--- src/rtl/tdc_measure_ctrl.sv ---
// tdc_measure_ctrl
//   Measurement sequencer for a CARRY4 tapped-delay-line TDC. It arms the
//   delay line and double-registers the tap thermometer code. When a hit
//   reaches the first tap, it captures popcount(taps) together with a coarse
//   count that is kept in lockstep with the tap pipeline. The resulting
//   timestamp is presented on a valid/ready handshake. After each hit the
//   line stays disarmed for DEAD_CYCLES so the chain can drain.
//
//   Optional build macro: TDC_AUTO_REARM_EN
//     defined   : DEAD returns straight to ARMED while enable is high.
//     undefined : single-shot; IDLE->ARMED needs a 0->1 edge of enable.
//
// Ports
//   clk, rst_n  : clock, asynchronous active-low reset
//   enable      : measurement enable
//   taps        : raw delay-line CO outputs (asynchronous to clk)
//   arm         : hit gate into the delay line CYINIT
//   ts_fine     : popcount of captured thermometer code
//   ts_coarse   : coarse count aligned to the tap capture edge
//   ts_sat      : all taps were set (hit older than the chain)
//   ts_valid    : timestamp valid / ts_ready : consumer ready
//   busy        : FSM not in IDLE
//   glitch_cnt  : nonzero taps seen while disarmed, saturating at 255
module tdc_measure_ctrl #(
   parameter  int NCARRY4     = 2,
   parameter  int COARSE_W    = 16,
   parameter  int DEAD_CYCLES = 4,
   localparam int NTAPS       = 4 * NCARRY4,
   localparam int FINE_W      = $clog2(NTAPS + 1)
) (
   input  logic                clk,
   input  logic                rst_n,
   input  logic                enable,
   input  logic [NTAPS-1:0]    taps,
   output logic                arm,
   output logic [FINE_W-1:0]   ts_fine,
   output logic [COARSE_W-1:0] ts_coarse,
   output logic                ts_sat,
   output logic                ts_valid,
   input  logic                ts_ready,
   output logic                busy,
   output logic [7:0]          glitch_cnt
);

   localparam logic [1:0] IDLE   = 2'd0;
   localparam logic [1:0] ARMED  = 2'd1;
   localparam logic [1:0] OUTPUT = 2'd2;
   localparam logic [1:0] DEAD   = 2'd3;

   localparam int DW = $clog2(DEAD_CYCLES + 1);

   logic [1:0]          state;
   logic [DW-1:0]       dead_cnt;
   logic [NTAPS-1:0]    taps_s1, taps_s2;
   logic [COARSE_W-1:0] coarse_cnt, coarse_s1, coarse_s2;
   logic [FINE_W-1:0]   fine_c;
   logic                start, rearm;

`ifdef TDC_AUTO_REARM_EN
   assign start = enable;
   assign rearm = enable;
`else
   // Single-shot: only a fresh enable edge seen in IDLE starts a measurement.
   logic en_q;
   always_ff @(posedge clk or negedge rst_n) begin
      if (!rst_n) en_q <= 1'b0;
      else        en_q <= enable;
   end
   assign start = enable & ~en_q;
   assign rearm = 1'b0;
`endif

   // Population count tolerates bubbles in the thermometer code.
   always_comb begin
      fine_c = '0;
      for (int i = 0; i < NTAPS; i++)
         fine_c = fine_c + FINE_W'(taps_s2[i]);
   end

   assign arm      = (state == ARMED);
   assign ts_valid = (state == OUTPUT);
   assign busy     = (state != IDLE);

   always_ff @(posedge clk or negedge rst_n) begin
      if (!rst_n) begin
         state      <= IDLE;
         dead_cnt   <= '0;
         taps_s1    <= '0;
         taps_s2    <= '0;
         coarse_cnt <= '0;
         coarse_s1  <= '0;
         coarse_s2  <= '0;
         ts_fine    <= '0;
         ts_coarse  <= '0;
         ts_sat     <= 1'b0;
         glitch_cnt <= '0;
      end else begin
         // s1 is the metastability stage; coarse follows the taps stage for
         // stage, so coarse_s2 is the count at the edge that sampled taps_s2.
         taps_s1    <= taps;
         taps_s2    <= taps_s1;
         coarse_cnt <= coarse_cnt + COARSE_W'(1);
         coarse_s1  <= coarse_cnt;
         coarse_s2  <= coarse_s1;

         if ((state == IDLE || state == DEAD) && (|taps_s2) && glitch_cnt != 8'hFF)
            glitch_cnt <= glitch_cnt + 8'd1;

         case (state)
            IDLE: if (start) state <= ARMED;
            ARMED: begin
               if (taps_s2[0]) begin
                  ts_fine   <= fine_c;
                  ts_sat    <= &taps_s2;
                  ts_coarse <= coarse_s2;
                  state     <= OUTPUT;
               end else if (!enable) begin
                  state <= DEAD;
               end
            end
            OUTPUT: if (ts_ready) state <= DEAD;
            default: begin
               if (dead_cnt == DW'(DEAD_CYCLES - 1)) begin
                  dead_cnt <= '0;
                  state    <= rearm ? ARMED : IDLE;
               end else begin
                  dead_cnt <= dead_cnt + DW'(1);
               end
            end
         endcase
      end
   end

endmodule

--- config.mk ---
export PLATFORM = sky130hd
export DESIGN_NAME = tdc_measure_ctrl
export DESIGN_NICKNAME = d
export VERILOG_FILES = /design/src/rtl/tdc_measure_ctrl.sv
export SDC_FILE = /design/constraint.sdc
export NUM_CORES = 1
export LEC_CHECK = 0
export ABC_AREA = 1
export CAP_MARGIN = 20
export CORE_MARGIN = 3
export CORE_UTILIZATION = 29
export CTS_BUF_LIST = sky130_fd_sc_hd__clkbuf_16
export CTS_CLUSTER_DIAMETER = 30
export DETAILED_ROUTE_END_ITERATION = 8
export PLACE_DENSITY = 0.56
export SLEW_MARGIN = 0
export SYNTH_ARGS = -nofsm -noshare
export SYNTH_HDL_FRONTEND = slang
export SYNTH_SLANG_ARGS = --single-unit
--- constraint.sdc ---
create_clock -name clk -period 2.75 [get_ports clk]
set_input_delay 0.55 -clock clk [delete_from_list [all_inputs] [get_ports clk]]
set_output_delay 0.55 -clock clk [all_outputs]
set_load 0.02 [all_outputs]
# Yosys cells after proc, flatten, opt, wreduce, memory -nomap -nowiden
# Index checks and enable logic that the tools add are counted.
dict set report op_classes {
  bitwise_logic 2
  addsub 10
  eq_ne 8
  muxes 7
  n_reduce_logical 11
}
# op n
set op_table {}
lappend op_table {{adder 16 x 1 -> 16 bit, second input constant} 1}
lappend op_table {{adder 4 x 1 -> 4 bit} 4}
lappend op_table {{2-to-1 mux 2 bit} 5}
lappend op_table {{adder 8 x 1 -> 8 bit, second input constant} 1}
lappend op_table {{inequality test 8 bit, second input constant} 1}
lappend op_table {{AND reduction 8 bit} 1}
lappend op_table {{OR reduction 8 bit} 1}
lappend op_table {{one-hot mux 2 bit (3 select lines)} 1}
lappend op_table {{adder 3 x 1 -> 4 bit} 1}
lappend op_table {{equality test 2 bit, second input constant} 2}
lappend op_table {{AND reduction 4 bit} 1}
lappend op_table {{nonzero test 4 bit} 1}
lappend op_table {{adder 2 x 1 -> 3 bit} 1}
lappend op_table {{adder 3 x 1 -> 3 bit, second input constant} 1}
lappend op_table {{equality test 3 x 2 -> 1 bit, second input constant} 1}
lappend op_table {{2-to-1 mux 3 bit} 1}
lappend op_table {{inequality test 3 x 2 -> 1 bit, second input constant} 1}
lappend op_table {{OR reduction 3 bit} 1}
lappend op_table {{adder 1 x 1 -> 2 bit} 1}
lappend op_table {{equality test 2 x 1 -> 1 bit, second input constant} 1}
lappend op_table {{logical AND 1 bit} 2}
lappend op_table {{zero test 2 bit} 1}
lappend op_table {{inequality test 2 x 1 -> 1 bit, second input constant} 1}
lappend op_table {{inequality test 2 bit, second input constant} 1}
lappend op_table {{5 further kinds} 5}
dict set report word_totals {
  out_inout_bits 32
  regBits 99
}

# Logic depth before layout (Yosys ltp)
# Gate-level depths: netlist of the first run.
dict set report logic_depth {
  depth_word 7
  ltp_mapped 10
  ltp_nobuf 10
}

# Least setup slack after synthesis of the first run
# OpenSTA, ideal clock, no wires.
dict set report synth_timing {
  path_kind {register to register}
  startpoint {register taps_s2[0]}
  endpoint {register ts_fine[2]}
  setup_ns 0.083
  period_less_slack_ns 2.809
  path_slack_ns -0.059
  arrival_time_ns 2.726
  path_stages_with_launch 11
  required_time_ns 2.667
  path_cell_list {dfrtp_1 fa_1 inv_1 fa_1 fa_1 inv_1 ha_1 inv_1 fa_1 xor2_1 o21ai_0}
}
dict set report synth_between {
  elab_chain_cells 7
  elab_cells_between_ends 8
}
# element line
set synth_rtl {}
lappend synth_rtl {{start, declared} 54} ;# logic [NTAPS-1:0] taps_s1, taps_s2;
lappend synth_rtl {{start signal, assigned} 101} ;# taps_s2 <= taps_s1;
lappend synth_rtl {{adder 1 x 1 -> 2 bit} 77} ;# fine_c = fine_c + FINE_W'(taps_s2[i]);
lappend synth_rtl {{adder 2 x 1 -> 3 bit} 77}
lappend synth_rtl {{adder 3 x 1 -> 4 bit} 77}
lappend synth_rtl {{adder 4 x 1 -> 4 bit (4 in a row)} 77}
lappend synth_rtl {{end signal, assigned} 113} ;# ts_fine <= fine_c;
lappend synth_rtl {{end, declared} 36} ;# output logic [FINE_W-1:0] ts_fine,
# Parallel ways exist; a longest one is shown, timed or not.
# A chain may end at the register's enable or synchronous reset.

# Final worst setup path of the first run
dict set report layout_timing {
  startpoint {register taps_s2[0]}
  endpoint {register ts_fine[1]}
}
# The elaborated chain is that of the path after synthesis.

==> results.txt, run 1 <==
* Horizontal die dimension: 120 um
* Core box area: 0.0123 mm^2
- STA puts the critical path data arrival time at 3.09 ns.
- YS warnings: 0
- At the worst endpoint, the required time is 2.97 ns.
- TritonCTS Sinks: 99
* Power density of the placed cells: 863 mW/mm^2
- Worst Path Class, Setup: flop to flop
- After synthesis, the mean cell area works out to 11.0 um^2.
- The first global-routing pass estimated 11,700 um of wire.
- Summed over all layers, the global routing overflow is 0.
- For this run, the total global-route usage over all layers was measured as 10.2%.
* Vias after detailed routing: 2,367
* Setup slack on the worst flop-to-flop path: -0.12 ns
- After synthesis, flip-flops and latches occupy 66.1% of the total area.
* Maximum achievable frequency: 349 MHz
* Hold buffer count at cts: 0
- Post-layout min period: 2.87 ns
- RSZ-0062 raised after global routing: yes
- In this run the static leakage power is 0.00230 uW.
* Least-Margin Pin Slew: 0.682 ns
* Peak fanout along the critical path: 2
* Post-synthesis sequential element count: 99
- Status: complete, but fails checks
* Sum of negative setup slack: -0.226 ns
- Antenna violations before repair: 0
- Largest net degree at the start of global routing: 55
- The tightest min-delay check is of the input pin to asynchronous set/reset pin type.
* Initial detailed-routing violation count: 74
* TritonCTS Buffers: 9
* Commonest cells after routing, fill and taps aside: 110 x sky130_fd_sc_hd__nand2_1, 99 x sky130_fd_sc_hd__dfrtp_1, 42 x sky130_fd_sc_hd__clkdlybuf4s50_1
* Effective utilization at floorplan: 30.4%
* Buffers from clock root to sink, at most: 2
- Total of endpoints with negative setup slack in the final report: 2
* Overall power consumption: 4080 uW
- Cells with a size suffix above 1 make up 8.19% of the layout.
* Post-DR wirelength/cell: 11.9 um
* Post-layout instance count excluding filler cells: 571
- Placed wire-length estimate after detailed placement: 4800 um
- In this run the critical register-to-register path is launched from taps_s2[0].
- On the final layout, the worst clock skew is 0.00548 ns.
- Tightest slew margin relative to the limit: 54.5%
* Violated checks: setup timing
- Vias in the first global route: 2,479
- Synthesis produced a netlist whose cell count is 341.
* Number of placement rows: 40
* Number of vias per cell after detailed routing: 4.15
- The net count of the finished layout is 426.
- Die Outline Area: 0.0143 mm^2
- Aggregate routed wire length: 6790 um
- Max IR drop VDD: 348 uV
* Minimum setup slack after placement: -0.196 ns
* Share of the clock period used by the worst path after layout: 104%
- Routability-driven placement congestion ratio: 0.779
- Antenna diodes: 0
- The first detailed-routing pass took 4 iterations.
* Final hold vios: 0
* Boundary Pins: 44
* Worst-case setup margin in the final layout: -0.117 ns
* Critical Path Sink Type: flop
- Number of max-slew violations in the final report: 0
- DRT antenna net count: 0
* Mapped Nets: 369
- The tree is rooted in a sky130_fd_sc_hd__clkbuf_16.
* Area delta synth->final: 26.1%
* Startpoint class of the critical path: flop
- TritonCTS built the clock tree.
- Max-cap violations in this run came to 0.
- The floorplan step set the die height to 120 um.
* DRC viols: 0
- Netlist area before placement: 0.00375 mm^2
* Worst skew pair latency: 0.33 ns
- H-tree levels: 3
* Capture point of the worst reg-to-reg path: ts_fine[1]
- Clock-pin slew was measured on the worst setup and hold paths at 0.06 ns.
- Cell count of the worst reg-to-reg path: 9
- Input and output buffers added on the ports amount to 43.
- Yosys cell types: 25
* Most common library cell in the layout ignoring fill and taps: sky130_fd_sc_hd__nand2_1
- Cell Count Post-Placement: 554
==> power by group <==
part	internal (uW)	switching, uW	total (uW)
clock	693	504	1200
combinational	479	665	1140
sequential	1610	126	1740
total	2780	1290	4080
==> cell families (layout without fill, tap and decap cells) <==
| family | Yosys count | after routing | synth area share [%] |
|---|---|---|---|
| AND/OR/NAND/NOR | 161 | 161 | 18.2 |
| multiplexers | 1 | 1 | 0.300 |
| XOR/XNOR | 17 | 17 | 3.97 |
| adder cells (fa/ha/maj) | 16 | 16 | 6.14 |
| flip-flops | 99 | 99 | 66.1 |
| buffers and inverters | 33 | 95 | 3.34 |
| AO/OA/AOI/OAI | 14 | 14 | 1.94 |
==> synthesized netlist by cell type <==
| cell | count | area (um^2) |
|---|---|---|
| sky130_fd_sc_hd__o21ai_0 | 8 | 40.0 |
| sky130_fd_sc_hd__clkbuf_1 | 2 | 7.51 |
| sky130_fd_sc_hd__ha_1 | 12 | 150 |
| sky130_fd_sc_hd__nand2_2 | 1 | 6.26 |
| sky130_fd_sc_hd__or2_2 | 1 | 6.26 |
| sky130_fd_sc_hd__o21ai_1 | 1 | 5.00 |
| sky130_fd_sc_hd__inv_1 | 28 | 105 |
| sky130_fd_sc_hd__nand2_1 | 110 | 413 |
| sky130_fd_sc_hd__nand3b_1 | 1 | 7.51 |
| sky130_fd_sc_hd__nand3_4 | 2 | 35.0 |
| sky130_fd_sc_hd__mux2_2 | 1 | 11.3 |
| sky130_fd_sc_hd__nor2_1 | 20 | 75.1 |
| sky130_fd_sc_hd__a21oi_1 | 4 | 20.0 |
| sky130_fd_sc_hd__inv_2 | 2 | 7.51 |
| sky130_fd_sc_hd__xor2_1 | 8 | 70.1 |
| sky130_fd_sc_hd__dfrtp_1 | 99 | 2480 |
| sky130_fd_sc_hd__nor2_4 | 1 | 11.3 |
| sky130_fd_sc_hd__nor3_1 | 2 | 10.0 |
| sky130_fd_sc_hd__fa_1 | 4 | 80.1 |
| sky130_fd_sc_hd__nand3_1 | 21 | 105 |
| sky130_fd_sc_hd__buf_2 | 1 | 5.00 |
| sky130_fd_sc_hd__xnor2_1 | 9 | 78.8 |
| sky130_fd_sc_hd__nand4_1 | 1 | 6.26 |
| sky130_fd_sc_hd__o31ai_1 | 1 | 7.51 |
| sky130_fd_sc_hd__nor2_2 | 1 | 6.26 |
==> sequential cells by signal, indices dropped and copies added (netlist names) <==
name / cells
glitch_cnt: 8
ts_coarse: 16
en_q: 1
ts_fine: 4
state: 2
coarse_s2: 16
taps_s2: 8
coarse_s1: 16
dead_cnt: 3
ts_sat: 1
taps_s1: 8
coarse_cnt: 16
==> layout make-up <==
type / count / area (um^2)
inverters: 30 / 113
multi-input cells: 209 / 1150
flip-flops and latches: 99 / 2480
well taps: 168 / 210
fillers: 1225 / 7590
clock buffers: 9 / 225
clock inverters: 7 / 61.3
repair buffers: 49 / 485
==> repair_timing <==
item	CTS	global route
setup endpoints to repair	2	2
pin swaps	0	1
setup buffers	1	0
gates resized for setup	2	3
==> worst max-delay path by stage <==
stage	slack (ns)	depth (start not counted)	end	startpoint
final	-0.12	9	ts_fine[1]	taps_s2[0]
after global routing	-0.23	10	ts_fine[2]	taps_s2[0]
after CTS	-0.14	9	ts_fine[1]	taps_s2[0]
after detailed placement	-0.20	10	ts_fine[2]	taps_s2[0]
after global placement	-0.11	10	ts_fine[2]	taps_s2[0]
after floorplan	-0.06	10	ts_fine[2]	taps_s2[0]
==> per-stage QoR <==
stage | area [um^2] | hold WS, ns | utilization (%)
final | 4730 | 0.254 | 38.4
after global routing | 4730 | 0.305 | 38.4
after CTS | 4720 | 0.286 | 38.3
after detailed placement | 4420 | 0.335 | 35.9
after global placement | 4420 | 0.333 | 35.9
after floorplan | 3750 | 0.254 | -
==> layer usage <==
layer	global-route usage (%)	share of wire, %	vias up
li1	-	-	1177
met4	3.58	1.1	0
met3	2.64	2.8	7
met2	17.4	52	24
met1	12.6	45	1159
met5	0	0	-
==> worst max-delay path: stages (launching register included) <==
cell,delay [ns]
sky130_fd_sc_hd__dfrtp_1,0.40
sky130_fd_sc_hd__fa_1,0.55
sky130_fd_sc_hd__inv_1,0.06
sky130_fd_sc_hd__fa_1,0.49
sky130_fd_sc_hd__fa_1,0.40
sky130_fd_sc_hd__inv_1,0.07
sky130_fd_sc_hd__ha_2,0.18
sky130_fd_sc_hd__inv_2,0.04
sky130_fd_sc_hd__fa_2,0.52
sky130_fd_sc_hd__o21ai_2,0.05
No activity file was read; power rests on OpenSTA's default activity.
==> run 2: changes to the inputs <==
--- a/config.mk
+++ b/config.mk
@@ -7,12 +7,15 @@
 export LEC_CHECK = 0
 export ABC_AREA = 1
 export CAP_MARGIN = 20
+export CELL_PAD_IN_SITES_DETAIL_PLACEMENT = 1
+export CELL_PAD_IN_SITES_GLOBAL_PLACEMENT = 1
 export CORE_MARGIN = 3
 export CORE_UTILIZATION = 29
 export CTS_BUF_LIST = sky130_fd_sc_hd__clkbuf_16
 export CTS_CLUSTER_DIAMETER = 30
+export CTS_CLUSTER_SIZE = 8
 export DETAILED_ROUTE_END_ITERATION = 8
-export PLACE_DENSITY = 0.56
+export PLACE_DENSITY = 0.65
 export SLEW_MARGIN = 0
 export SYNTH_ARGS = -nofsm -noshare
 export SYNTH_HDL_FRONTEND = slang
==> run 2 against run 1 <==
  * The run still ends with setup timing left
  * Sequential share of layout area fell by 0.25 points
  * Utilization rose by 0.18 points
  * Fmax fell by 1.2%
  * Clock-buffer cell count did not move
  * Register-to-register slack got worse by 0.03 ns
  * Critical endpoint unchanged
==> results.txt, run 2 (synthesized netlist as in run 1, its figures left out) <==
- The cell area after placement came to 0.00442 mm^2 (unchanged).
- Worst path max stage delay: 0.57 ns (+0.02 ns)
- Aggregate routed wire length: 7420 um (+9.2%)
- Post-DR wirelength/cell: 13.0 um (+9.1%)
- Core box area: 0.0123 mm^2 (unchanged)
* Status: complete, but fails checks
- Clock tree from TritonCTS: built
- The transition time of the tightest slew-check pin was 0.539 ns (-0.143 ns).
- The worst relative slew slack was 63.9% (+9.4 points).
- Total of endpoints with negative setup slack in the final report: 2 (unchanged)
* Number of max-cap violations: 0 (unchanged)
- Number of vias per cell after detailed routing: 4.31 (+4.0%)
- The effective utilization at floorplan came to 30.4% (unchanged).
- The tightest min-delay check is of the input pin to asynchronous set/reset pin type.
* Startpoint class of the critical path: flop
- Share of layout cells above drive strength 1: 9.16% (+0.97 points)
- The fmax was 345 MHz (-1.2%).
* Commonest cells after routing, fill and taps aside: 110 x sky130_fd_sc_hd__nand2_1, 99 x sky130_fd_sc_hd__dfrtp_1, 42 x sky130_fd_sc_hd__clkdlybuf4s50_1
- The via count of the first global-routing pass is 2,771 (+12%).
- Share of the clock period used by the worst path after layout: 106% (+1.3 points)
- Largest net degree at the start of global routing: 57 (+3.6%)
* Hold slack: 0.0232 ns (-0.231 ns)
- Leakage power of the design: 0.00231 uW (+0.68%)
* Clk_skew: 0.00641 ns (+0.000930 ns)
- The detailed router's first-iteration violation count is 132 (+78%).
- The final layout net count is 427 (+0.23%).
* Minimum setup slack after placement: -0.124 ns (+0.0714 ns)
- The residual overflow from global routing is 0 (unchanged).
- The deepest level of the CTS H-tree is 3 (unchanged).
- Combinational fraction of design power: 28.0% (about the same)
* Max IR drop VDD: 315 uV (-9.6%)
* Die Outline Area: 0.0143 mm^2 (unchanged)
- The count of buffers inserted at the top-level ports is 43 (unchanged).
- The switching part of the total power was 32.4% (+0.65 points).
* TritonCTS Sinks: 99 (unchanged)
- The clock share of power was 30.3% (+0.9 points).
- The signal on the critical path passes through fa_1 -> inv_2 -> fa_1 -> fa_1 -> inv_1 -> ha_2 -> inv_2 -> fa_2 -> o21ai_2.
- The worst setup path is of the flop to flop kind.
* Vias after detailed routing: 2,467 (+4.2%)
- TritonCTS Buffers: 9 (unchanged)
* Wire length of the first global-routing pass: 13,300 um (+13%)
* Number of placement rows: 40 (unchanged)
- The final hold violation count came to 0 (unchanged).
* Switching Power: 1350 uW (+4.0%)
- The number of routed nets with antenna violations came to 0 (unchanged).
- The number of max-slew violations in the final report is 0 (unchanged).
- Dominant delay contributor by cell family on the critical path: adder cells
* Routability-driven placement congestion ratio: 0.728 (-6.6%)
- The worst setup path is captured at a flop.
* Antenna violations before repair: 0 (unchanged)
* Die outline height: 120 um (unchanged)
- Area delta synth->final: 26.7%
- The checks that failed: setup timing.
* Global-route total usage across every layer: 11.6% (+1.4 points)
- Buffers from clock root to sink, at most: 2 (unchanged)
- The clock latency reported for the late side of the worst-skew pair is 0.34 ns (about the same).
* Data arrival time at the worst-slack endpoint: 3.13 ns (+0.04 ns)
- The total power per unit cell area came to 875 mW/mm^2 (+1.4%).
* Sequential group share of total power: 41.7% (-0.9 points)
* Worst EP required: 2.98 ns (about the same)
- Setup repair after global routing could not meet its margin everywhere.
- The antenna cell count came to 0 (unchanged).
- The number of DRC violations after detailed routing is 0 (unchanged).
- Internal: 2810 uW (+0.95%)
- The number of I/O pins came to 44 (unchanged).
- The clock transition time at the flip-flop clock pins of the worst setup and hold paths is 0.07 ns (about the same).
- The cell sitting at the root of the clock tree is a sky130_fd_sc_hd__clkbuf_16.
* Placed wire-length estimate after detailed placement: 5200 um (+8.4%)
* Top cell by count, worst path: sky130_fd_sc_hd__fa_1
- The slowest stage of the critical path belongs to the cell sky130_fd_sc_hd__fa_1.
- The clock period minus final worst setup slack is 2.90 ns (+0.0346 ns).
- Fin area: 0.00475 mm^2 (+0.48%)
- Overall power consumption: 4160 uW (+1.9%)
* Number of buffers and inverters on the critical path: 3 (unchanged)
* Worst-case setup margin in the final layout: -0.152 ns (-0.0346 ns)
- The width of the chip came to 120 um (unchanged).
- DR pass1 iterations: 4 (unchanged)
- Peak fanout along the critical path: 2 (unchanged)
- The library cell used most frequently in the layout, excluding fill and tap cells, is sky130_fd_sc_hd__nand2_1.
run 2: cell count changes in the layout (fill, tap and decap cells not counted):
cell                         previous run  this run
sky130_fd_sc_hd__inv_2                  3         4
sky130_fd_sc_hd__inv_1                 29        27
sky130_fd_sc_hd__inv_6                  0         1
sky130_fd_sc_hd__buf_4                  6         7
sky130_fd_sc_hd__clkinv_1               1         0
sky130_fd_sc_hd__inv_8                  0         1
sky130_fd_sc_hd__clkinv_4               0         2
sky130_fd_sc_hd__clkinvlp_4             2         0
run 2: final timing paths:
check                                 end  slack [ns]         start  cells after the start
setup / recovery               ts_fine[1]       -0.15    taps_s2[3]                      9
hold / removal                 taps_s1[7]        0.02         rst_n                      1
setup reg to reg               ts_fine[1]       -0.15    taps_s2[3]                      9
hold reg to reg              coarse_s2[7]        0.35  coarse_s1[7]                      0
max in group asynchronous  coarse_cnt[12]        2.05         rst_n                      2
min in group clk             coarse_s2[7]        0.35  coarse_s1[7]                      0
run 2: metrics by stage:
step,instances,setup TNS [ns],util [%]
after floorplan,341,-0.0682,-
after global placement,554,-0.181,35.9
after detailed placement,554,-0.182,35.9
after CTS,570,-0.245,38.4
after global routing,572,-0.422,38.6
final,572,-0.256,38.6
run 2: final cells by class:
type | count | area, um^2
Clock buffer | 9 | 225
Clock inverter | 7 | 76.3
Fill cell | 1395 | 7560
Inverter | 30 | 113
Multi-Input combinational cell | 209 | 1150
Sequential cell | 99 | 2480
Tap cell | 168 | 210
Timing Repair Buffer | 50 | 493
run 2: power by group through the flow:
stage | Clock (uW) | Sequential (uW) | Combinational (uW)
final | 1260 | 1730 | 1160
after global routing | 1380 | 1760 | 1310
after CTS | 1320 | 1740 | 1180
after detailed placement | 0 | 1770 | 1170
after global placement | 0 | 1760 | 1120
after floorplan | 0 | 1860 | 564
run 2: repair_timing:
item,CTS,global route
hold buffers,0,0
setup endpoints to repair,2,2
pin swaps,0,1
buffers inserted,0,2
resized for setup,5,1
run 2: per-layer routing:
| metal | track usage [%] | vias to the layer above | part of all wire (%) |
|---|---|---|---|
| met2 | 20.0 | 32 | 52 |
| met3 | 4.62 | 5 | 4.4 |
| li1 | - | 1183 | - |
| met5 | 0 | - | 0 |
| met1 | 13.7 | 1247 | 43 |
| met4 | 2.79 | 0 | 0.80 |
